`config.mk`:
```
export PLATFORM = sky130hd
export DESIGN_NAME = pipe_stage_fifo
export DESIGN_NICKNAME = d
export VERILOG_FILES = /design/src/rtl/pipe_stage_fifo.sv
export SDC_FILE = /design/constraint.sdc
export NUM_CORES = 1
export LEC_CHECK = 0
export ABC_CLOCK_PERIOD_IN_PS = 3900
export CELL_PAD_IN_SITES_DETAIL_PLACEMENT = 2
export CELL_PAD_IN_SITES_GLOBAL_PLACEMENT = 2
export CORE_MARGIN = 3
export CORE_UTILIZATION = 34
export CTS_BUF_LIST = sky130_fd_sc_hd__clkbuf_4 sky130_fd_sc_hd__clkbuf_8
export CTS_CLUSTER_SIZE = 12
export DETAILED_ROUTE_END_ITERATION = 8
export PLACE_DENSITY_LB_ADDON = 0.25
export SETUP_SLACK_MARGIN = 0.15
export SLEW_MARGIN = 10
export SYNTH_ARGS = -nofsm -noshare
export SYNTH_HDL_FRONTEND = slang
export SYNTH_SLANG_ARGS = --single-unit
```
`constraint.sdc`:
```
create_clock -name clk -period 3.9 [get_ports clk]
set_input_delay 0.585 -clock clk [delete_from_list [all_inputs] [get_ports clk]]
set_output_delay 0.585 -clock clk [all_outputs]
set_load 0.01 [all_outputs]
```
`src/rtl/pipe_stage_fifo.sv`:
```
// Inter-stage buffer: DEPTH-entry circular FIFO with valid/ready handshake,
// flush-to-bubble and optional full-and-draining pass-through on in_ready.
module pipe_stage_fifo #(
   parameter int unsigned    WIDTH        = 41,
   parameter int unsigned    DEPTH        = 2,
   parameter bit             BYPASS_READY = 1'b0,
   parameter logic [WIDTH-1:0] BUBBLE     = '0,
   localparam int unsigned   CW = $clog2(DEPTH + 1),
   localparam int unsigned   PW = (DEPTH > 1) ? $clog2(DEPTH) : 1
) (
   input  logic             clk,
   input  logic             rst,
   input  logic             flush,
   input  logic             in_valid,
   output logic             in_ready,
   input  logic [WIDTH-1:0] in_data,
   output logic             out_valid,
   input  logic             out_ready,
   output logic [WIDTH-1:0] out_data,
   output logic [CW-1:0]    count
);

   if (DEPTH < 1 || DEPTH > 16) begin : g_bad_depth
      $fatal(1, "pipe_stage_fifo: DEPTH must be within 1..16");
   end

   logic [WIDTH-1:0] mem_q [DEPTH];
   logic [PW-1:0]    wr_ptr_q, wr_ptr_d;
   logic [PW-1:0]    rd_ptr_q, rd_ptr_d;
   logic [CW-1:0]    cnt_q, cnt_d;
   logic             push, pop, not_full;

   function automatic logic [PW-1:0] ptr_inc(input logic [PW-1:0] p);
      return (p == PW'(DEPTH - 1)) ? '0 : p + PW'(1);
   endfunction

   assign not_full  = (cnt_q < CW'(DEPTH));
   assign in_ready  = not_full | (BYPASS_READY & out_ready);
   assign out_valid = (cnt_q != '0);
   assign out_data  = out_valid ? mem_q[rd_ptr_q] : BUBBLE;
   assign count     = cnt_q;

   assign push = in_valid & in_ready;
   assign pop  = out_valid & out_ready;

   always_comb begin
      wr_ptr_d = wr_ptr_q;
      rd_ptr_d = rd_ptr_q;
      cnt_d    = cnt_q;
      if (flush) begin
         wr_ptr_d = '0;
         rd_ptr_d = '0;
         cnt_d    = '0;
      end else begin
         if (push) wr_ptr_d = ptr_inc(wr_ptr_q);
         if (pop)  rd_ptr_d = ptr_inc(rd_ptr_q);
         if (push && !pop)      cnt_d = cnt_q + CW'(1);
         else if (pop && !push) cnt_d = cnt_q - CW'(1);
      end
   end

   always_ff @(posedge clk) begin
      if (rst) begin
         wr_ptr_q <= '0;
         rd_ptr_q <= '0;
         cnt_q    <= '0;
      end else begin
         wr_ptr_q <= wr_ptr_d;
         rd_ptr_q <= rd_ptr_d;
         cnt_q    <= cnt_d;
      end
   end

   // Payload slots carry no reset; an empty buffer shows BUBBLE regardless.
   always_ff @(posedge clk) begin
      if (!rst && !flush && push) mem_q[wr_ptr_q] <= in_data;
   end

endmodule

```
Word-level counts from Yosys, hierarchy flattened
Memories as Yosys holds them, arrays and structs flattened. A register that Yosys moved wholly into a read port is not among the register bits.
Index checks and enable logic that the tools add are counted.
W data, S select, Z words.
{"block": "word_totals", "word_cells": 31, "ramBits": 82, "mem_count": 1, "register_bits": 4, "output_inout_bits": 45}
{"memory": "mem_q", "depth": 2, "width": 41, "rd": 1, "rd_ports_with_merged_regs": 1, "write_ports": 1, "line_no": "27", "rtl": "logic [WIDTH-1:0] mem_q [DEPTH];"}
{"block": "op_classes", "reduce_logical": 11, "n_mux": 9, "n_bitwise": 2, "n_lt_le_gt_ge": 1, "addsub": 4}
{"cell": "$mux W41", "n": 1}
{"cell": "$mux W1", "n": 6}
{"cell": "$logic_and A1 B1 Y1", "n": 4}
{"cell": "$logic_not A1 Y1", "n": 4}
{"cell": "$mux W2", "n": 2}
{"cell": "$reduce_bool A2 Y1", "n": 2}
{"cell": "$add A1 B1 Y1 const B", "n": 2}
{"cell": "$add A2 B1 Y2 const B", "n": 1}
{"cell": "$and A1 B1 Y1", "n": 2}
{"cell": "$lt A2 B2 Y1 const B", "n": 1}
{"cell": "$reduce_or A2 Y1", "n": 1}
{"cell": "$sub A2 B1 Y2 const B", "n": 1}

Logic depth before layout (Yosys ltp)
Gate-level depths: netlist of the first run.
{"block": "depth", "depth_word": 6, "mapped_depth": 5, "mapped_depth_nobuf": 5}

Least setup slack after synthesis of the first run
Ideal clock, no wire load.
{"block": "synth_path", "path_type": "input port to flip-flop", "startpoint": "input port in_valid", "endpoint": "memory mem_q[0][0], enable pin", "path_stages": 3, "setup_time_ns": 0.440, "arrival_ns": 2.549, "slack_ns": 0.911, "cell_sequence": "and2b_1 > nand2_1 > nor2_1"}
{"block": "synth_via", "elab_chain_cells": 4}
{"item": "start, declared", "line_no": "14", "rtl": "input logic in_valid,"}
{"item": "$and A1 B1 Y1", "line_no": "43", "rtl": "assign push = in_valid & in_ready;"}
{"item": "$logic_and A1 B1 Y1", "line_no": "76", "rtl": "if (!rst && !flush && push) mem_q[wr_ptr_q] <= in_data;"}
{"item": "$mux W1", "line_no": "76"}
{"item": "$mux W1 (not written as such)", "line_no": "76"}
{"item": "end, declared", "line_no": "27"}
Every way passes these cells.

Worst setup path after layout of the first run
{"block": "layout_path", "startpoint": "register cnt_q[1] (netlist: count[1])", "endpoint": "output port out_data[24]"}
{"block": "layout_via", "elab_chain_cells": 2}
{"item": "start, declared", "line_no": "30", "rtl": "logic [CW-1:0] cnt_q, cnt_d;"}
{"item": "start signal, assigned", "line_no": "70", "rtl": "cnt_q <= cnt_d;"}
{"item": "$reduce_bool A2 Y1", "line_no": "39", "rtl": "assign out_valid = (cnt_q != '0);"}
{"item": "$mux W41", "line_no": "40", "rtl": "assign out_data = out_valid ? mem_q[rd_ptr_q] : BUBBLE;"}
{"item": "end, declared", "line_no": "19", "rtl": "output logic [WIDTH-1:0] out_data,"}
Every way passes these cells.

==> reports/qor.csv, run 1 <==
stage,metric,value,unit
sta,period_minus_slack,2.81,ns
logic_synthesis,yosys_warnings,0,
layout,final_common_cell,clkdlybuf4s50_1,
layout,multi_input_area,701,sq um
logic_synthesis,yosysSeqAreaShare,0.774,
cts,cts.sinks,87,
layout,fill_cells,908,
pwr,p_sw,411,uW
sta,worst_clock_skew,0.0125,ns
floorplanning,ios,91,
placement,dp_hpwl,4.92,mm
cts,h-tree-depth,3,
layout,regArea,0.00256,sq mm
cts,path_clk_slew,0.09,ns
sta,period_share,0.721,
detailed_routing,vias,1931,
cts,insertion_delay,0.35,ns
grt,grt_max_degree,43,
sta,hold_viol,0,
pwr,p_seq_frac,0.534,
layout,fin_cells,427,
grt,track_usage,0.138,
cts,cts_resized,0,
placement,dp_cells,411,
logic_synthesis,synth_seq_cells,87,
cts,post-cts-setup-buffer-count,0,
grt,overflow,0,
min_path,hold_path.class,flop to flop,
layout,finalNetCount,340,
sta,max_freq,355,MHz
pwr,ir_drop,184,uV
setup_path,critPathCaptureType,output pin,
pwr,total_power,1.98,mW
cts,hold_buffers,0,
run,drv_cap,0,
grt,antenna_found_initial,0,
pwr,p_leak,1.46,nW
detailed_routing,ant_nets,0,
pwr,p_int,1.57,mW
layout,antenna_cells,0,
layout,drive_above_1_share,0.0738,
setup_path,criticalPathCategory,flop to output pin,
run_status,outcome,completed,
cts,cts-root-buf,clkbuf_8,
cts,ctsLongestPathBuffers,2,
pwr,p_clk_frac,0.345,
floorplanning,fp.dieH,105,um
setup_path,critical_path.max_fanout,42,
cts,cts_buffers,9,
setup_path,critPathLaunchType,flop,
detailed_routing,dr.first_iter.drc_count,47,
logic_synthesis,avgSynthCellArea,16.6,sq um
detailed_routing,drc,0,
grt,grt_pass1_vias,2165,
pwr,power_density,432,mW/mm^2
grt,grt_pass1_wl,11.4,mm
logic_synthesis,synth_area,0.00331,sq mm
floorplanning,start_util,0.353,
logic_synthesis,yosys.cell_types.count,17,
detailed_routing,drtPass1Iterations,4,
pwr,pwr-share-comb,0.121,
sta,rsz0062_at_grt,false,
sta,slew_headroom,0.338,
floorplanning,rows,35,
logic_synthesis,syn_inst,199,
sta,worst_slew_pin_slew,0.994,ns
detailed_routing,viasPerCell,4.52,
placement,routabilityCongestion,0.698,
pwr,p_sw_frac,0.208,
setup_path,arrival,2.23,ns
layout,final_cell_mix,"clkdlybuf4s50_1, edfxtp_1, nor2_1",
sta,fin_setup_tns,0,ns
layout,syn_to_final_growth,38.5,%
floorplanning,die_area,0.0110,sq mm
placement,io_buffers,90,
floorplanning,coreArea,0.00937,sq mm
logic_synthesis,yosys.area.top_type,edfxtp_1,
setup_path,required,3.31,ns
detailed_routing,wl_per_cell,16.8,um
floorplanning,dieWidth,105,um
logic_synthesis,ys_top_cells_by_area,"edfxtp_1, mux2i_1, nor2_1",
cts,cts_tree,yes,
sta,drv_slew,0,
sta,setup_viol_count_final,0,
logic_synthesis,syn-num-nets,246,
detailed_routing,drt_wl_total,7.18,mm
logic_synthesis,synth_top_cell_area_share,0.744,
==> routing by layer <==
layer	vias up	track usage	wire (um)	part of all wire
met5	-	0	0	0
met4	0	0.0506	106	0.015
met3	9	0.0364	311	0.043
met2	53	0.258	3990	0.56
met1	955	0.147	2770	0.39
li1	914	-	-	-
==> power groups by stage <==
stage / sequential, mW / clock, mW / combinational (mW)
3_5_place_dp: 1.08 / 0 / 0.246
4_1_cts: 1.06 / 0.708 / 0.247
3_3_place_gp: 1.08 / 0 / 0.238
5_1_grt: 1.06 / 0.742 / 0.261
2_1_floorplan: 1.07 / 0 / 0.0971
6_report: 1.06 / 0.683 / 0.240
==> cells by family after synthesis <==
group,share of synthesized area
multiplexers,0.124
AND/OR/NAND/NOR,0.0631
flip-flops,0.774
AO/OA/AOI/OAI,0.00529
XOR/XNOR,0.0106
adder cells (fa/ha/maj),0.00378
buffers and inverters,0.0189
==> synth_stat cells <==
cell type and n:
and3_1 1, nor3_1 4, xor2_1 3, and2b_1 1
edfxtp_1 82, nor2_1 44, a21boi_1 1, mux2i_1 41
inv_1 2, dfxtp_1 5, ha_1 1, buf_4 4
or3_1 1, nand2_1 1, xnor2_1 1, o21ai_0 2
buf_2 5
==> final cells by class <==
cell class,count,area share
Inverter,2,0.00164
Clock inverter,4,0.0153
Multi-Input combinational cell,101,0.153
Timing Repair Buffer,92,0.203
Sequential cell,87,0.559
Clock buffer,12,0.0333
Tap cell,129,0.0352
==> critical path, cell delays in order, from the launching register on <==
cell and delay [ns]:
dfxtp_1 0.40, nor2_4 0.79, nor2_1 0.16, clkdlybuf4s50_1 0.52
==> final timing paths <==
| check | cells past startpoint | from | to | slack [ns] |
|---|---|---|---|---|
| worst min register to register | 2 | count[1] | count[1] | 0.62 |
| worst min-delay path | 2 | count[1] | count[1] | 0.62 |
| worst max register to register | 2 | count[1] | mem_q[1][20] | 1.91 |
| worst max-delay path | 3 | count[1] | out_data[24] | 1.09 |
==> per-stage QoR <==
stage	cell area (sq um)	hold slack, ns	utilization	setup slack, ns
after floorplan	3310	0.520	-	0.911
after global placement	4360	0.562	0.465	1.36
after detailed placement	4360	0.612	0.465	1.24
after CTS	4580	0.627	0.489	0.932
after global routing	4580	0.697	0.489	0.810
final	4580	0.620	0.489	1.09
==> flip-flops by register name, indices dropped and copies added, names as in the netlist, named ones only <==
signal and cells:
mem_q 82, count 2, rd_ptr_q 1, wr_ptr_q 1
Note: power is estimated with default switching activity, not from simulation.
==> inputs of run 2 (changes only) <==
ABC_CLOCK_PERIOD_IN_PS = 2500   (was 3900)
CORE_UTILIZATION = 31   (was 34)
clock period = 2.5 ns   (was 3.9 ns; I/O delays follow)
==> run 2 against run 1 <==
Clock skew down 0.0030 ns; critical path depth up 1; global-route usage grew 0.14 points; final cell count grew 3.3%; combinational power is 66% higher; sequential share of layout area is 0.37 points lower; critical path type unchanged.
==> reports/qor.csv, run 2 (synthesis gave the netlist of run 1 again) <==
stage,metric,value,unit
run_status,outcome,completed,
floorplanning,die_area,0.0120,sq mm
detailed_routing,dr.first_iter.drc_count,53,
sta,rsz0062_at_grt,false,
sta,period_share,0.885,
placement,dp_hpwl,5.00,mm
detailed_routing,drt_wl_total,7.99,mm
layout,multi_input_area,729,sq um
setup_path,r2r_cells,5,
sta,setup_viol_count_final,0,
layout,largest_register,mem_q,
sta,fin_setup_tns,0,ns
grt,track_usage,0.139,
floorplanning,dieWidth,109,um
layout,fill_cells,1029,
layout,final_cell_mix,"clkdlybuf4s50_1, edfxtp_1, nor2_1",
pwr,total_power,3.01,mW
setup_path,criticalPathCategory,flop to output pin,
detailed_routing,ant_nets,0,
sta,worst_clock_skew,0.00957,ns
min_path,min_path_cells,2,
layout,largest_register_ffs,82,
cts,insertion_delay,0.34,ns
setup_path,r2r_end,count[1],
grt,grtUsageMet1,0.168,
min_path,worstHoldStart,rd_ptr_q,
grt,met2_usage,0.242,
layout,regArea,0.00257,sq mm
setup_path,arrival,1.84,ns
layout,antenna_cells,0,
layout,drive_above_1_share,0.0951,
floorplanning,start_util,0.319,
sta,worst_slew_pin_slew,0.516,ns
sta,slew_headroom,0.655,
detailed_routing,drc,0,
grt,use_met3,0.0393,
pwr,ir_drop,235,uV
sta,max_freq,452,MHz
grt,grt_max_degree,26,
detailed_routing,vias,2015,
cts,path_clk_slew,0.09,ns
grt,grt_pass1_vias,2208,
layout,final_common_cell,clkdlybuf4s50_1,
pwr,p_leak,1.46,nW
floorplanning,fp.dieH,109,um
cts,cts-root-buf,clkbuf_8,
run,drv_cap,0,
sta,hold_viol,0,
detailed_routing,viasPerCell,4.57,
detailed_routing,drtPass1Iterations,4,
cts,cts_tree,yes,
cts,cts_buffers,9,
cts,hold_buffers,0,
min_path,min_to,rd_ptr_q,
layout,finalNetCount,347,
floorplanning,ios,91,
sta,drv_slew,0,
grt,top_usage_layer,met2,
detailed_routing,wl_per_cell,18.1,um
pwr,power_density,651,mW/mm^2
setup_path,critPathCaptureType,output pin,
grt,antenna_found_initial,0,
placement,io_buffers,90,
setup_path,reg2reg_from,count[1],
setup_path,required,2.12,ns
floorplanning,coreArea,0.0104,sq mm
setup_path,critical_path.max_fanout,22,
layout,syn_to_final_growth,39.6,%
min_path,hold_path.class,flop to flop,
placement,routabilityCongestion,0.723,
cts,h-tree-depth,3,
grt,grt_pass1_wl,12.1,mm
cts,cts.sinks,87,
layout,post-route-util,0.445,
setup_path,critPathLaunchType,flop,
grt,overflow,0,
cts,ctsLongestPathBuffers,2,
setup_path,reg2reg_slack,0.79,ns
floorplanning,rows,37,
sta,period_minus_slack,2.21,ns
-- run 2: how the worst max path moves through the flow --
stage,end,slack [ns],cells after the start
after detailed placement,out_data[40],0.16,3
after global routing,out_data[38],0.15,3
after CTS,out_data[15],0.14,4
after global placement,out_data[0],0.19,3
final,out_data[15],0.29,4
after floorplan,mem_q[0][0],0.33,3
-- run 2: metrics by stage --
step / cells / hold WS [ns] / worst slack, ns / instance area [sq um]
6_report: 441 / 0.587 / 0.286 / 4620
3_3_place_gp: 422 / 0.539 / 0.191 / 4390
4_1_cts: 441 / 0.589 / 0.139 / 4610
5_1_grt: 441 / 0.584 / 0.150 / 4620
2_1_floorplan: 199 / 0.452 / 0.328 / 3310
3_5_place_dp: 422 / 0.574 / 0.156 / 4390
-- run 2: final cells by class --
class                           count  area share
Clock buffer                       10      0.0284
Clock inverter                      6      0.0133
Inverter                            2     0.00163
Multi-Input combinational cell    104       0.158
Sequential cell                    87       0.556
Tap cell                          136      0.0368
Timing Repair Buffer               96       0.206
-- run 2: repair_timing --
| action | 4_1_cts | 5_1_grt |
|---|---|---|
| setup endpoints to repair | 42 | 12 |
| cloned | 3 | 0 |
| endpoints found under the hold margin | 0 | 0 |
| pin swaps | 2 | 0 |
| resized for setup | 4 | 2 |
| setup buffers | 0 | 0 |
-- run 2: routing by layer --
| layer | up-vias | share of wire |
|---|---|---|
| met5 | - | 0 |
| met4 | 0 | 0.011 |
| met3 | 6 | 0.043 |
| met2 | 53 | 0.52 |
| met1 | 1020 | 0.42 |
| li1 | 936 | - |
-- run 2: report_power, final --
part / internal [mW] / total, mW / switching, mW
registers: 1.63 / 1.65 / 0.0210
logic: 0.213 / 0.398 / 0.186
clock network: 0.469 / 0.959 / 0.490
total: 2.31 / 3.01 / 0.697
-- run 2: critical path, stage by stage (launching register included) --
cell and delay (ns):
dfxtp_2 0.36, buf_6 0.28, mux2i_1 0.27, nor2_1 0.07
clkdlybuf4s50_1 0.51
==> inputs of run 3 (changes only) <==
CORE_MARGIN = not set   (was 3)
==> run 3 against run 2 <==
Critical path depth unchanged; combinational power about the same; design area up 0.51%; sequential cell count unchanged; critical path type unchanged; critical endpoint is now out_data[28]; largest cell class unchanged; largest power group unchanged.
==> reports/qor.csv, run 3 (synthesis gave the netlist of run 1 again) <==
stage,metric,value,unit
sta,worst_slew_pin_slew,0.376,ns
setup_path,cp-startpoint,count[0],
floorplanning,dieWidth,105,um
floorplanning,start_util,0.321,
layout,regArea,0.00256,sq mm
cts,cts_tree,yes,
detailed_routing,viasPerCell,4.50,
setup_path,critPathCaptureType,output pin,
sta,setup_viol_count_final,0,
layout,antenna_cells,0,
layout,final_common_cell,clkdlybuf4s50_1,
grt,grt_pass1_vias,2218,
sta,period_minus_slack,2.19,ns
detailed_routing,drtPass1Iterations,4,
placement,io_buffers,90,
sta,setup_ws,0.309,ns
pwr,total_power,3.00,mW
detailed_routing,drc,0,
floorplanning,fp.dieH,105,um
sta,period_share,0.876,
floorplanning,coreArea,0.0103,sq mm
cts,insertion_delay,0.35,ns
sta,max_freq,456,MHz
layout,multi_input_area,701,sq um
detailed_routing,ant_nets,0,
pwr,p_clk_frac,0.320,
detailed_routing,vias,1974,
grt,antenna_found_initial,0,
sta,worst_clock_skew,0.00877,ns
sta,hold_viol,0,
pwr,p_sw,670,uW
setup_path,arrival,1.82,ns
setup_path,required,2.12,ns
placement,dp_hpwl,5.43,mm
setup_path,reg2reg_from,count[1],
setup_path,critical_path.max_fanout,42,
pwr,p_leak,1.47,nW
layout,largest_register_ffs,82,
setup_path,endpoint,out_data[28],
grt,grt_max_degree,43,
placement,dp_cells,423,
layout,post-route-util,0.450,
placement,preCtsSetupSlack,0.405,ns
floorplanning,die_area,0.0111,sq mm
layout,largest_register,mem_q,
min_path,hold_path.class,flop to flop,
pwr,p_sw_frac,0.223,
cts,cts-root-buf,clkbuf_8,
sta,drv_slew,0,
layout,fin_cells,439,
sta,fin_setup_tns,0,ns
cts,cts_buffers,9,
setup_path,r2r_cells,4,
layout,syn_to_final_growth,40.3,%
sta,rsz0062_at_grt,false,
setup_path,r2r_end,count[1],
detailed_routing,wl_per_cell,17.7,um
placement,routabilityCongestion,0.657,
layout,final_cell_mix,"clkdlybuf4s50_1, edfxtp_1, nor2_1",
pwr,power_density,646,mW/mm^2
layout,finalNetCount,345,
layout,design_area,0.00464,sq mm
cts,ctsLongestPathBuffers,2,
layout,fill_cells,993,
detailed_routing,dr.first_iter.drc_count,38,
sta,slew_headroom,0.750,
cts,hold_buffers,0,
sta,worst_hold_slack,0.580,ns
detailed_routing,drt_wl_total,7.79,mm
pwr,p_int,2.33,mW
cts,h-tree-depth,3,
cts,cts_resized,0,
setup_path,critPathLaunchType,flop,
setup_path,reg2reg_slack,0.82,ns
cts,path_clk_slew,0.08,ns
placement,placed_area,0.00445,sq mm
grt,track_usage,0.147,
cts,cts.sinks,87,
grt,overflow,0,
setup_path,criticalPathCategory,flop to output pin,
layout,drive_above_1_share,0.0891,
cts,post-cts-setup-buffer-count,0,
floorplanning,rows,37,
run_status,outcome,completed,
pwr,p_seq_frac,0.547,
run,drv_cap,0,
grt,grt_pass1_wl,12.0,mm
floorplanning,ios,91,
pwr,pwr-share-comb,0.133,
pwr,ir_drop,318,uV
[run 3: cell count changes in the layout (fill, tap and decap cells not counted), sizes merged]
cell and delta:
clkinv -1, buf +1, nor2 -3, clkbuf +1
[run 3: layer usage]
| metal | vias up | share of wire | GRT usage |
|---|---|---|---|
| li1 | 929 | - | - |
| met1 | 973 | 0.41 | 0.168 |
| met2 | 66 | 0.52 | 0.262 |
| met3 | 6 | 0.055 | 0.0451 |
| met4 | 0 | 0.011 | 0.0483 |
| met5 | - | 0 | 0 |
[run 3: worst max-delay path: stages, from the launching register on]
cell and delay (ns):
dfxtp_1 0.48, nor2_4 0.06, buf_12 0.18, nor2_1 0.17
clkdlybuf4s50_1 0.55
[run 3: area by class of cell]
| cell class | instances | share of cell area |
|---|---|---|
| sequential | 87 | 0.552 |
| timing repair buffer | 97 | 0.216 |
| multi-input combinational | 101 | 0.151 |
| tap | 136 | 0.0366 |
| clock buffer | 11 | 0.0299 |
| clock inverter | 5 | 0.0127 |
| inverter | 2 | 0.00162 |
[run 3: worst min path at each step]
stage,cells after the start,to,from,slack [ns]
after floorplan,1,wr_ptr_q,rst,0.45
after global routing,1,mem_q[1][17],in_data[17],0.59
final,2,rd_ptr_q,rd_ptr_q,0.58
after global placement,2,count[1],count[1],0.58
after CTS,1,mem_q[0][1],in_data[1],0.59
after detailed placement,2,rd_ptr_q,rd_ptr_q,0.58
[run 3: power by group through the flow]
| stage | combinational (mW) | clock [mW] | sequential (mW) |
|---|---|---|---|
| global placement | 0.389 | 0 | 1.67 |
| global route | 0.432 | 1.05 | 1.65 |
| floorplan | 0.152 | 0 | 1.67 |
| CTS | 0.409 | 1.00 | 1.64 |
| finish | 0.398 | 0.960 | 1.64 |
| detailed placement | 0.407 | 0 | 1.68 |
